===== src/rtl/nextasic_pkg.sv =====
// rtl/nextasic_pkg.sv - shared constants and types for the NeXT ASIC serial link
//
// Purpose : frame width and receiver FSM state type shared by the link blocks.
// Ports   : none (package).

package nextasic_pkg;

  // Data bits per frame, not counting the start bit.
  localparam int RX_WIDTH = 40;

  typedef enum logic [0:0] {
    IDLE = 1'b0,
    RECV = 1'b1
  } rx_state_t;

endpackage : nextasic_pkg


===== src/rtl/receiver.sv =====
// rtl/receiver.sv - serial-to-parallel frame receiver for the NeXT ASIC serial link
//
// Purpose : waits on a low line for a single high start bit, then shifts in
//           WIDTH data bits MSB first (one per clk) and publishes the word on
//           a held parallel output with a one-cycle valid strobe.
// Ports   :
//   clk         in   1      sole clock, rising-edge sampling
//   reset_n     in   1      asynchronous active-low reset
//   sin         in   1      serial input, idle low, clk-synchronous source
//   data        out  WIDTH  last complete frame, bit WIDTH-1 = first data bit
//   data_valid  out  1      one-cycle pulse when data is updated
//   busy        out  1      high while a frame is being shifted in

module receiver
  import nextasic_pkg::*;
#(
  parameter int WIDTH = RX_WIDTH
) (
  input  logic             clk,
  input  logic             reset_n,
  input  logic             sin,
  output logic [WIDTH-1:0] data,
  output logic             data_valid,
  output logic             busy
);

  localparam int CW = $clog2(WIDTH);
  localparam logic [CW-1:0] LAST_BIT = CW'(WIDTH - 1);

  rx_state_t        state_q, state_d;
  logic [CW-1:0]    cnt_q, cnt_d;
  // Only WIDTH-1 bits are stored: the final bit goes straight from sin into
  // the output register on the completing edge.
  logic [WIDTH-2:0] shift_q, shift_d;
  logic [WIDTH-1:0] data_q, data_d;
  logic             valid_q, valid_d;
  logic [WIDTH-1:0] word_next;

  assign word_next = {shift_q, sin};

  always_comb begin
    state_d = state_q;
    cnt_d   = cnt_q;
    shift_d = shift_q;
    data_d  = data_q;
    valid_d = 1'b0;
    case (state_q)
      IDLE: begin
        // The start bit itself is discarded; only the transition matters.
        if (sin) begin
          state_d = RECV;
          cnt_d   = '0;
        end
      end
      RECV: begin
        shift_d = word_next[WIDTH-2:0];
        if (cnt_q == LAST_BIT) begin
          data_d  = word_next;
          valid_d = 1'b1;
          state_d = IDLE;
          cnt_d   = '0;
        end else begin
          cnt_d = cnt_q + 1'b1;
        end
      end
      default: state_d = IDLE;
    endcase
  end

  always_ff @(posedge clk or negedge reset_n) begin
    if (!reset_n) begin
      state_q <= IDLE;
      cnt_q   <= '0;
      shift_q <= '0;
      data_q  <= '0;
      valid_q <= 1'b0;
    end else begin
      state_q <= state_d;
      cnt_q   <= cnt_d;
      shift_q <= shift_d;
      data_q  <= data_d;
      valid_q <= valid_d;
    end
  end

  assign data       = data_q;
  assign data_valid = valid_q;
  assign busy       = (state_q == RECV);

endmodule : receiver


===== config.mk =====
export PLATFORM = sky130hd
export DESIGN_NAME = receiver
export DESIGN_NICKNAME = d
export VERILOG_FILES = /design/src/rtl/nextasic_pkg.sv /design/src/rtl/receiver.sv
export SDC_FILE = /design/constraint.sdc
export NUM_CORES = 1
export LEC_CHECK = 0
export ABC_AREA = 0
export CORE_MARGIN = 3
export CORE_UTILIZATION = 50
export DETAILED_ROUTE_END_ITERATION = 16
export GPL_ROUTABILITY_DRIVEN = 0
export GPL_TIMING_DRIVEN = 0
export PLACE_DENSITY = 0.78
export REMOVE_ABC_BUFFERS = 1
export SLEW_MARGIN = 20
export SYNTH_ARGS = -nofsm -noshare
export SYNTH_HDL_FRONTEND = slang
export SYNTH_SLANG_ARGS = --single-unit

===== constraint.sdc =====
create_clock -name clk -period 2.2 [get_ports clk]
set_input_delay 0.22 -clock clk [delete_from_list [all_inputs] [get_ports clk]]
set_output_delay 0.22 -clock clk [all_outputs]
set_load 0.05 [all_outputs]

==> impl_metrics.tcl <==
set metrics [dict create \
    outcome "completed" \
    synth_cell_type_count 26 \
    synth_xor_area_frac 0.00261 \
    root_buffer "clkbuf_8" \
    grt_setup_unrepaired "no" \
    die_x_um 87.9 \
    clkSinkCount 87 \
    hpwl_um 3420 \
    critPathCaptureType "flip-flop" \
    initial_core_util 0.522 \
    slew_headroom 0.648 \
    track_usage 0.163 \
    vias_per_cell 5.43 \
    cts_buffer_depth 2 \
    clockPowerShare 0.165 \
    worst_path_dominant_cell_family "simple AND/OR/NAND/NOR gates" \
    arrival_ps 2280 \
    n_antenna_cell 0 \
    grt_pass1_wl_um 9600 \
    post_drt_wl_per_cell_um 16.1 \
    synthSimpleGateAreaFrac 0.0242 \
    syn_avg_cell_area_um2 16.4 \
    ys_warn_count 0 \
    place_inst 318 \
    dpl_cell_area_um2 3880 \
    p_per_area_nw_per_um2 1490 \
    drtIter0Drc 92 \
    finalHoldViolations 0 \
    vias 1840 \
    pwr-share-seq 0.446 \
    coreArea_um2 6420 \
    setup_viol 0 \
    overflow 0 \
    combPwrFrac 0.389 \
    cts_tree "built" \
    fillCellCount 500 \
    switching_share 0.386 \
    synth_top_family_by_area "multiplexers" \
    synth_area_leaders "dfrtp_1 (65%), mux2_2 (23%), mux2_4 (4.5%), buf_6 (0.67%), o21ai_0 (0.60%)" \
    path_class "flip-flop to flip-flop" \
    worst-path-buf-inv 1 \
    instances_no_fill 339 \
    ys_seq_elements 87 \
    syn_area_um2 3350 \
    synth_top_cell_area_share 0.649 \
    fmax_ghz 0.488 \
    path_cells "ha_1 -> nand3_2 -> or4b_4 -> clkinvlp_4 -> mux2_2" \
    dieArea_um2 7730 \
    cp_slowest_cell "or4b_4" \
    dp_slack_ps -462 \
    maxSlewViolCount 0 \
    cap_violations 0 \
    io_pins 45 \
    finalSetupTns_ps 0 \
    p_leak_nw 1.86 \
    worst_clock_skew_ps 10.3 \
    clk_pin_slew_ps 90 \
    htree_levels 3 \
    ant_nets 0 \
    antenna_found_initial 0 \
    numCtsBuffers 9 \
    synth_top_area_cell "dfrtp_1" \
    seq_area_frac_synth 0.649 \
    power.switching_mw 2.36 \
    firstDrtPassIters 4 \
    period_needed_ps 2050 \
    layout_setup_ws_ps 152 \
    clock_latency_ps 350 \
    synth-compound-area-share 0.0257 \
    finish.instance_area_um2 4110 \
    io_buffers 44 \
    rows 29 \
    die_h_um 87.9 \
    tightest_slew_ps 526 \
    drive_gt1_frac 0.405 \
    synthCells 205 \
    cp.required_ps 2430 \
    wirelength_um 5460 \
    vdd_drop_max_v 0.000792 \
    grt_max_degree 59 \
    timing.final.crit_share 0.931 \
    slowest_delay_ps 600 \
    p_int_mw 3.76 \
    synth.area.mux_share 0.276 \
    area_growth_syn_to_layout_pct 22.6 \
    drc 0 \
    synthAdderAreaFrac 0.00373 \
    postLayoutCoreUtil 0.641 \
    grt_pass1_vias 1939 \
    cp-start-kind "flip-flop" \
    path_max_fanout 7 \
    hp-class "input pin to asynchronous set/reset pin" \
    fin_nets 261 \
]
## sequential cells by signal (all words and copies together) (netlist names)
register,flops
data_valid,1
shift_q,39
data,40
cnt_q,6
busy,1
## per-stage QoR
stage	hold WS, ps	power [mW]
finish	332	6.12
global route	376	6.46
CTS	329	6.19
detailed placement	178	5.15
global placement	489	5.04
floorplan	-75.6	4.33
## per-layer routing
| layer | GRT usage | up-vias | share of wire |
|---|---|---|---|
| met5 | 0 | - | 0 |
| met1 | 0.217 | 971 | 0.46 |
| li1 | - | 834 | - |
| met2 | 0.258 | 31 | 0.50 |
| met4 | 0.0586 | 0 | 0.010 |
| met3 | 0.0452 | 4 | 0.035 |
## area by class of cell
class                      count  area [um2]  area share
inverter                       1        7.51     0.00182
timing repair inverter         1        7.51     0.00182
multi-input combinational    108        1130       0.275
timing repair buffer          49         509       0.124
tap                           77        96.3      0.0234
sequential                    87        2180       0.530
clock buffer                  10         138      0.0335
clock inverter                 6        45.0      0.0109
## power by group through the flow
stage                     clock network, mW  logic (mW)  registers (mW)
after floorplan                           0       0.780            3.55
after global placement                    0        2.30            2.73
after detailed placement                  0        2.40            2.75
after CTS                              1.05        2.41            2.74
after global routing                   1.09        2.53            2.84
final                                  1.01        2.38            2.73
## cell usage in the layout (no fill, tap or decap), types with 3 or more instances in the layout
master | netlist | final
clkbuf_8 | 0 | 10
nor2_1 | 3 | 3
mux2_2 | 69 | 69
nand2_1 | 4 | 4
clkinvlp_4 | 0 | 5
mux2_4 | 10 | 10
buf_4 | 1 | 3
dfrtp_1 | 87 | 86
o21ai_0 | 4 | 4
clkdlybuf4s50_1 | 0 | 42
## worst paths after layout
path | from | endpoint | slack (ps) | cells past startpoint
min in group clk | data[36] | data[36] | 510 | 1
worst min-delay path | reset_n | data[10] | 330 | 2
worst min register to register | data[36] | data[36] | 510 | 1
worst max-delay path | cnt_q[0] | data[34] | 150 | 5
worst max register to register | cnt_q[0] | data[34] | 150 | 5
max in group asynchronous | reset_n | busy | 1240 | 3
## cells in the mapped netlist
| library cell | instances |
|---|---|
| dfrtp_1 | 87 |
| mux2_2 | 69 |
| mux2_4 | 10 |
| clkbuf_1 | 4 |
| nand2_1 | 4 |
| o21ai_0 | 4 |
| nor2_1 | 3 |
| a21o_1 | 2 |
| a22o_1 | 2 |
| buf_1 | 2 |
| buf_6 | 2 |
| nand3_1 | 2 |
| a22oi_1 | 1 |
| buf_2 | 1 |
| buf_4 | 1 |
| ha_1 | 1 |
| inv_1 | 1 |
| nand3_2 | 1 |
| nand3b_1 | 1 |
| nor2b_1 | 1 |
| nor3b_1 | 1 |
| o2bb2a_1 | 1 |
| o31a_1 | 1 |
| o31ai_1 | 1 |
| or4b_4 | 1 |
| xnor2_1 | 1 |
## logic make-up after synthesis
kind of cell / Yosys count
adders and majority gates: 1
and+or+nand+nor: 14
DFF: 87
muxes: 79
AOI/OAI and AO/OA: 12
xor gates and xnor gates: 1
buffers and inverters: 11
## repair_timing
action / in CTS / in global routing
setup endpoints to repair: 14 / 0
hold buffers: 1 / 0
gates resized for setup: 5 / 0
buffers inserted: 2 / 0
hold endpoints to repair: 29 / 0
Note: power is estimated with default switching activity, not from simulation.
